--- config.mk ---
export PLATFORM = sky130hd
export DESIGN_NAME = hazard_scoreboard
export DESIGN_NICKNAME = d
export VERILOG_FILES = /design/src/rtl/hazard_scoreboard.sv
export SDC_FILE = /design/constraint.sdc
export NUM_CORES = 1
export LEC_CHECK = 0
export ABC_AREA = 1
export CAP_MARGIN = 0
export CORE_ASPECT_RATIO = 1.1
export CORE_MARGIN = 2
export CORE_UTILIZATION = 60
export DETAILED_ROUTE_END_ITERATION = 16
export GPL_TIMING_DRIVEN = 0
export PLACE_DENSITY = 0.85
export SLEW_MARGIN = 25
export SYNTH_ARGS = -nofsm -noshare
export SYNTH_HDL_FRONTEND = slang
export SYNTH_SLANG_ARGS = --single-unit
--- constraint.sdc ---
create_clock -name clk -period 3.9 [get_ports clk]
set_input_delay 0.39 -clock clk [delete_from_list [all_inputs] [get_ports clk]]
set_output_delay 0.39 -clock clk [all_outputs]
set_load 0.02 [all_outputs]
--- src/rtl/hazard_scoreboard.sv ---
// ---------------------------------------------------------------------------
// hazard_scoreboard
//
// Purpose: ID-stage RAW hazard detection using a per-register scoreboard of
// countdown counters. Every committed register write loads the destination
// entry with PIPE_DEPTH. The entry then counts down once per non-stalled
// cycle while the producer moves through EXE/MEM. A consumer that reads a
// pending register stalls at the ID/EXE boundary:
//   - forwarding on : only when the producer is a load issued directly ahead
//   - forwarding off: on any pending producer.
// A saturating counter records how many cycles were spent stalled.
//
// Ports:
//   clk              sole clock, rising edge
//   rst              synchronous active-high reset
//   issue_valid      ID holds a valid instruction
//   src_addr         NUM_SRC packed source addresses (src s at s*REG_ADDR_W)
//   src_valid        per-source "operand actually read"
//   dest_addr        destination register of the ID instruction
//   dest_wb_en       ID instruction writes dest_addr
//   dest_is_load     ID instruction is a memory load
//   ignore_hazard    forces hazard_detected low
//   forwarding_en    1 = load-use stalls only, 0 = stall on any pending producer
//   mem_stall        pipeline frozen; scoreboard and stall counter hold
//   flush            ID instruction discarded
//   hazard_detected  stall ID / bubble into EXE (combinational)
//   pending_mask     bit r set while register r has an in-flight producer
//   stall_cycles     saturating stall-cycle count
// ---------------------------------------------------------------------------
module hazard_scoreboard #(
    parameter int REG_ADDR_W  = 4,
    parameter int NUM_SRC     = 2,
    parameter int PIPE_DEPTH  = 2,
    parameter int STALL_CNT_W = 16
) (
    input  logic                          clk,
    input  logic                          rst,
    input  logic                          issue_valid,
    input  logic [NUM_SRC*REG_ADDR_W-1:0] src_addr,
    input  logic [NUM_SRC-1:0]            src_valid,
    input  logic [REG_ADDR_W-1:0]         dest_addr,
    input  logic                          dest_wb_en,
    input  logic                          dest_is_load,
    input  logic                          ignore_hazard,
    input  logic                          forwarding_en,
    input  logic                          mem_stall,
    input  logic                          flush,
    output logic                          hazard_detected,
    output logic [(2**REG_ADDR_W)-1:0]    pending_mask,
    output logic [STALL_CNT_W-1:0]        stall_cycles
);

    localparam int NUM_REGS = 2 ** REG_ADDR_W;
    // Counters are 3 bits wide, so the depth must fit in 1..7.
    localparam logic [2:0] DEPTH = 3'(PIPE_DEPTH);

    if (PIPE_DEPTH < 1 || PIPE_DEPTH > 7) begin : g_bad_depth
        $error("hazard_scoreboard: PIPE_DEPTH must be in 1..7");
    end

    logic [2:0]          r_cnt [NUM_REGS];
    logic [NUM_REGS-1:0] r_ld;
    logic [STALL_CNT_W-1:0] r_stall_cnt;

    logic [NUM_SRC-1:0]  w_conflict;
    logic                w_hazard;
    logic                w_commit;

    // Per-source conflict check against registered state only; the ID
    // instruction's own destination is not yet in the scoreboard, so a
    // source equal to dest_addr can never hazard against itself.
    for (genvar gi = 0; gi < NUM_SRC; gi++) begin : g_src
        logic [REG_ADDR_W-1:0] w_src;
        logic                  w_busy;
        logic                  w_load_use;
        assign w_src      = src_addr[gi*REG_ADDR_W +: REG_ADDR_W];
        assign w_busy     = (r_cnt[w_src] != 3'd0);
        // A load that has just entered EXE cannot be forwarded yet.
        assign w_load_use = r_ld[w_src] & (r_cnt[w_src] == DEPTH);
        assign w_conflict[gi] = issue_valid & src_valid[gi] & w_busy
                              & (~forwarding_en | w_load_use);
    end

    assign w_hazard = ~ignore_hazard & (|w_conflict);
    assign w_commit = issue_valid & ~w_hazard & ~flush & ~mem_stall & dest_wb_en;

    for (genvar gi = 0; gi < NUM_REGS; gi++) begin : g_pend
        assign pending_mask[gi] = (r_cnt[gi] != 3'd0);
    end

    // Scoreboard update. A commit reloads its entry and takes priority over
    // the decrement, so the newest producer of a register always wins.
    always_ff @(posedge clk) begin
        if (rst) begin
            for (int i = 0; i < NUM_REGS; i++) begin
                r_cnt[i] <= 3'd0;
            end
            r_ld <= '0;
        end else if (!mem_stall) begin
            for (int i = 0; i < NUM_REGS; i++) begin
                if (w_commit && (dest_addr == REG_ADDR_W'(i))) begin
                    r_cnt[i] <= DEPTH;
                    r_ld[i]  <= dest_is_load;
                end else if (r_cnt[i] != 3'd0) begin
                    r_cnt[i] <= r_cnt[i] - 3'd1;
                end
            end
        end
    end

    // Stall counter only advances on cycles where the stall actually costs
    // a pipeline slot (not while memory has frozen everything anyway).
    always_ff @(posedge clk) begin
        if (rst) begin
            r_stall_cnt <= '0;
        end else if (w_hazard && !mem_stall && (r_stall_cnt != {STALL_CNT_W{1'b1}})) begin
            r_stall_cnt <= r_stall_cnt + 1'b1;
        end
    end

    assign hazard_detected = w_hazard;
    assign stall_cycles    = r_stall_cnt;

endmodule
==> flow_metrics.env <==
export IMPL_synthSimpleGateAreaFrac_pct=38.8
export IMPL_ys_ff_latch=80
export IMPL_ir_worst_vdd_mv=0.199
export IMPL_grt_overflow=0
export IMPL_ant_nets=0
export IMPL_intPower_uw=1500
export IMPL_synth_edf_count=48
export IMPL_syn_nets=895
export IMPL_place_inst=1007
export IMPL_port_buffers=51
export IMPL_slew_headroom_pct=39.6
export IMPL_root_buffer="clkbuf_8"
export IMPL_synth_main_ff_cell="edfxtp_1"
export IMPL_setup_viol=0
export IMPL_place_gp_congestion=0.961
export IMPL_vias_per_cell=5.67
export IMPL_crit_required_ns=3.51
export IMPL_vias=5804
export IMPL_clockPowerShare_pct=31.0
export IMPL_postSynth_asyncResetShare_pct=0
export IMPL_max_clock_freq_ghz=0.321
export IMPL_period_minus_slack_ns=3.12
export IMPL_power_density_mw_per_mm2=333
export IMPL_ios=56
export IMPL_clkSinkCount=80
export IMPL_ys_warn_count=0
export IMPL_nets=957
export IMPL_die_h_um=107
export IMPL_antenna_cells=0
export IMPL_drive_gt1_share_pct=6.51
export IMPL_arrival_ns=2.73
export IMPL_drt_iter0_markers=549
export IMPL_core_area_mm2=0.00935
export IMPL_use_met2_pct=53.5
export IMPL_leakage_uw=0.00317
export IMPL_cts_buffers=9
export IMPL_synthMuxAreaShare_pct=0
export IMPL_crit_fanout=10
export IMPL_p_comb_share_pct=24.0
export IMPL_final_cells=1023
export IMPL_clk_pin_slew_ns=0.09
export IMPL_post_cts_buffers=0
export IMPL_insertion_delay_ns=0.37
export IMPL_switching_share_pct=32.5
export IMPL_std_cell_rows=37
export IMPL_yosysTopAreaCellShare_pct=24.9
export IMPL_yosysMostFrequentCell="nand2_1"
export IMPL_hold_viol=0
export IMPL_grt_busiest_layer="met2"
export IMPL_ys_types=27
export IMPL_power_switching_uw=720
export IMPL_first_pass_iters=6
export IMPL_htree_levels=3
export IMPL_synth_xor_area_share_pct=3.03
export IMPL_grt_total_usage_pct=32.3
export IMPL_avgRoutedWirePerCell_um=16.1
export IMPL_seqPwrFrac_pct=45.1
export IMPL_avgSynthCellArea_um2=6.89
export IMPL_grt_max_degree=15
export IMPL_grt_pass1_vias=5640
export IMPL_synth_fa_ha_area_share_pct=7.14
export IMPL_cts_buffer_depth=2
export IMPL_cts_resized=0
export IMPL_run_status="completed"
export IMPL_grt_pass1_wl_mm=27.0
export IMPL_dieWidth_um=97.6
export IMPL_hpwl_mm=12.3
export IMPL_yosysSeqAreaShare_pct=36.0
export IMPL_grt_use_met3_pct=5.35
export IMPL_drv_cap=0
export IMPL_hold_class="input port to register"
export IMPL_synth_area_leaders="edfxtp_1, nand2_1, nand3_1, dfxtp_1, inv_1"
export IMPL_synth_compound_area_share_pct=3.55
export IMPL_fin_skew_ns=0.00681
export IMPL_crit_path_end_kind="output port"
export IMPL_remaining_drc_errors=0
export IMPL_holdBufCountCts=0
export IMPL_worst_pin_slew_ns=0.902
export IMPL_initial_core_util_pct=61.9
export IMPL_startpoint_type="input port"
export IMPL_antenna_found_initial=0
export IMPL_synthCells=839
export IMPL_wirelength_mm=16.5
export IMPL_syn2layout_area_growth_pct=15.0
export IMPL_die_area_mm2=0.0104
export IMPL_report_final_slew_viol_count=0
export IMPL_synth_top_area_cell="edfxtp_1"
export IMPL_crit_type="input port to output port"
export IMPL_rsz0062_at_grt="no"
export IMPL_synth_area_mm2=0.00578
export IMPL_cts_tree="yes"
export IMPL_grt_use_met1_pct=41.7
export IMPL_synth_top_family_by_area="simple AND/OR/NAND/NOR gates"
export IMPL_fin_crit_sh_pct=80.0
export IMPL_whs_ns=0.391
export IMPL_synthTopCellsByCount="nand2_1, nand3_1, inv_1"
export IMPL_tns_ns=0
## per-stage QoR
stage | power [uW] | cell area, um^2 | utilization (%) | worst slack [ns]
after floorplan | 1360 | 5780 | - | 1.81
after global placement | 1510 | 6440 | 68.9 | 0.868
after detailed placement | 1540 | 6440 | 68.9 | 0.856
after CTS | 2200 | 6650 | 71.2 | 0.837
after global routing | 2310 | 6650 | 71.2 | 0.654
final | 2220 | 6650 | 71.2 | 0.780
## metal layers
metal / wire [um] / vias up
met5: 0 / -
met3: 1740 / 44
met1: 6520 / 2635
met2: 7760 / 339
li1: - / 2786
met4: 486 / 0
## worst max-delay path: stages
cell             delay, ns
clkdlybuf4s50_1       0.56
inv_2                 0.09
buf_6                 0.16
nand3_1               0.10
nand3_1               0.08
nand3_1               0.09
nand2_1               0.09
nand2_1               0.08
nand2_1               0.05
nor2_1                0.08
nand2_1               0.07
nand2_2               0.12
nand2_4               0.10
inv_1                 0.07
clkdlybuf4s50_1       0.59
## cell families after synthesis
| logic type | after synthesis |
|---|---|
| adders and majority gates | 33 |
| and+or+nand+nor | 513 |
| xor gates and xnor gates | 20 |
| AOI/OAI and AO/OA | 41 |
| DFF | 80 |
| buffers and inverters | 152 |
## final timing paths
kind	from	end	slack, ns	cells past startpoint
setup / recovery	src_addr[2]	hazard_detected	0.78	15
setup reg to reg	r_cnt[0][0]	r_cnt[9][0]	1.39	16
hold / removal	dest_is_load	r_ld[12]	0.39	3
hold reg to reg	r_ld[15]	r_ld[15]	0.47	2
## cells in the final DEF (no fill, tap or decap), types with 2 or more instances in the layout
cell,count
a21oi_1,31
buf_2,5
buf_4,10
buf_6,4
clkbuf_1,9
clkbuf_8,9
clkdlybuf4s50_1,51
clkinv_2,2
dfxtp_1,32
edfxtp_1,48
ha_1,33
inv_1,117
inv_2,3
inv_4,3
nand2_1,233
nand2_2,2
nand2_4,9
nand3_1,144
nand3_2,6
nand4_1,4
nor2_1,108
nor3_1,4
o21ai_0,7
o21ai_1,3
xnor2_1,20
## power groups by stage
stage                     clock, uW  combinational [uW]  sequential, uW
final                           686                 532             999
after global routing            714                 588            1010
after CTS                       681                 525             998
after detailed placement          0                 520            1020
after global placement            0                 500            1010
after floorplan                   0                 358            1000
## sequential cells by signal, summed over array words and instances, names as in the netlist
register,cells
r_cnt,48
stall_cycles,16
r_ld,16
## cell type report
type | count | area, um^2
Inverter | 122 | 463
Buffer | 30 | 203
Timing Repair Buffer | 51 | 510
Sequential cell | 80 | 2080
Clock inverter | 6 | 63.8
Tap cell | 117 | 146
Clock buffer | 10 | 149
Fill cell | 813 | 2700
Multi-Input combinational cell | 607 | 3040
Power figures use the tool's default switching activity.
==> RTL change (same settings) <==
Reset style: asynchronous (`rst`), changed in 2 clocked blocks. Comments in the files are not updated.
--- a/src/rtl/hazard_scoreboard.sv
+++ b/src/rtl/hazard_scoreboard.sv
@@ -90,7 +90,7 @@
 
     // Scoreboard update. A commit reloads its entry and takes priority over
     // the decrement, so the newest producer of a register always wins.
-    always_ff @(posedge clk) begin
+    always_ff @(posedge clk or posedge rst) begin
         if (rst) begin
             for (int i = 0; i < NUM_REGS; i++) begin
                 r_cnt[i] <= 3'd0;
@@ -110,7 +110,7 @@
 
     // Stall counter only advances on cycles where the stall actually costs
     // a pipeline slot (not while memory has frozen everything anyway).
-    always_ff @(posedge clk) begin
+    always_ff @(posedge clk or posedge rst) begin
         if (rst) begin
             r_stall_cnt <= '0;
         end else if (w_hazard && !mem_stall && (r_stall_cnt != {STALL_CNT_W{1'b1}})) begin
Behaviour: differs if rst is asserted again (counterexample within 4 cycles, from zero or initial values and one cycle with rst high); with rst held inactive, the same outputs for 4 cycles.
==> RTL change against the original RTL <==
- area after synthesis fell by 0.19%
- wire length rose by 1.5%
- cell area rose by 0.45%
- sequential cell count did not move
- worst setup slack got worse by 110 ps
- largest cell class unchanged
- register-to-register slack improved by 250 ps
Power is not compared: it rests on default switching activity, and its combinational part moved more than twofold at a synthesized area within 25%.
==> RTL change: results (changes against the original RTL) <==
- Clock latency at the later pin of the worst-skew pair: 370 ps (about the same)
- Clk slew on worst S/H paths: 90 ps (about the same)
- Largest net degree at the start of global routing: 51 (+36)
- Post-CTS Setup Inserts: 0 (unchanged)
- CP max FO: 10 (unchanged)
- First-pass GRT wire length: 27.57 mm (+2.1%)
- Vias in the first global route: 5662 (+0.39%)
- Share of layout cells above drive strength 1: 9.091% (+2.6 points)
- Total global-route track usage: 33.53% (+1.2 points)
- Max reg flops: 48 (unchanged)
- Pre-CTS WS: 746.4 ps (-109.6 ps)
- Iteration-0 DRC Markers: 454 (-17%)
- Worst EP arrival: 2840 ps (+110 ps)
- Syn_nets: 878 (-1.9%)
- Relative slew slack: 41.10% (+1.5 points)
- DR pass1 iterations: 6 (unchanged)
- Dpl hpwl: 12.49 mm (+1.3%)
- Status: finished clean
- Avg Inst Size Synth: 7.023 um2 (+1.9%)
- H-tree Lvls: 3 (unchanged)
- Largest Register: r_cnt
- Via count: 5765 (-0.67%)
- Post-synth ARST share: 100.0% (+100 points)
- Resize count post-CTS: 0 (unchanged)
- Post-synth top cells: nand2_1, inv_1, nand3_1
- GP Congestion: 1.029 (+7.1%)
- IO buf count: 52 (+2.0%)
- HP Class: input port to asynchronous set/reset pin
- DR WL/cell: 16.62 um (+3.0%)
- Synth warn: 0 (unchanged)
- Top post-synthesis cells by area: dfrtp_1, nand2_1, nand3_1, inv_1, ha_1
- Slowest-stage cell, CP: clkdlybuf4s50_1
- Distinct cells, synth: 29 (+7.4%)
- Seq/Total Area, Yosys: 34.68% (-1.3 points)
- Top FF cell, synth: dfrtp_1
- Dpl cells: 992 (-1.5%)
- Clock Tree Buf Depth: 2 (unchanged)
- Fin nets: 942 (-1.6%)
- Cell Count, Final, Fillers Out: 1008 (-1.5%)
- Clk_skew: 12.76 ps (+5.947 ps)
- Layout fillers: 744 (-8.5%)
==> RTL change: worst paths after layout <==
kind,to,slack [ps],startpoint,cells past startpoint
min in group clk,r_cnt[3],480,r_cnt[3],2
hold / removal,stall_cycles[6],470,rst,2
setup / recovery,hazard_detected,670,src_addr[1],14
hold reg to reg,r_cnt[3],480,r_cnt[3],2
max in group asynchronous,r_cnt[34],2820,rst,3
setup reg to reg,r_cnt[34],1640,r_cnt[45],16
==> RTL change: logic make-up after synthesis <==
logic type      count (synthesis)  share of synthesized area [%]
compound gates                 38                          3.359
xor+xnor                        8                          1.214
fa+ha+maj                      33                          7.152
buf+inv                       150                          12.12
flops                          80                          34.68
simple gates                  513                          41.48
==> RTL change: area by class of cell <==
cell class,instances,area share (%)
well taps,117,2.190
flip-flops and latches,80,29.95
clock buffers,12,2.171
multi-input cells,592,45.96
plain buffers,26,3.276
repair buffers,53,8.087
clock inverters,4,1.142
inverters,124,7.226
==> RTL change: per-layer routing <==
layer  global-route usage [%]  share of wire (%)  vias to the layer above  wire, um
met4                    20.54                5.9                        0       994
met3                    7.497                8.0                       75      1346
met2                    55.67                 47                      291      7810
li1                         -                  -                     2749         -
met5                        0                  0                        -         0
met1                    39.70                 39                     2650      6604
==> RTL change: critical path, delay by kind of cell <==
family	cells	cell delay, ps
buf+inv	6	1690
simple gates	8	750
==> RTL change: per-stage QoR <==
stage | util [%] | cell area (um2)
final | 71.47 | 6684
after global routing | 71.47 | 6684
after CTS | 71.47 | 6684
after detailed placement | 69.11 | 6462
after global placement | 68.87 | 6440
after floorplan | - | 5773
==> RTL change: where the power goes <==
| part | total (uW) | internal [uW] | switching (uW) |
|---|---|---|---|
| logic | 2300 | 919 | 1380 |
| clock network | 703 | 381 | 322 |
| registers | 1380 | 1130 | 247 |
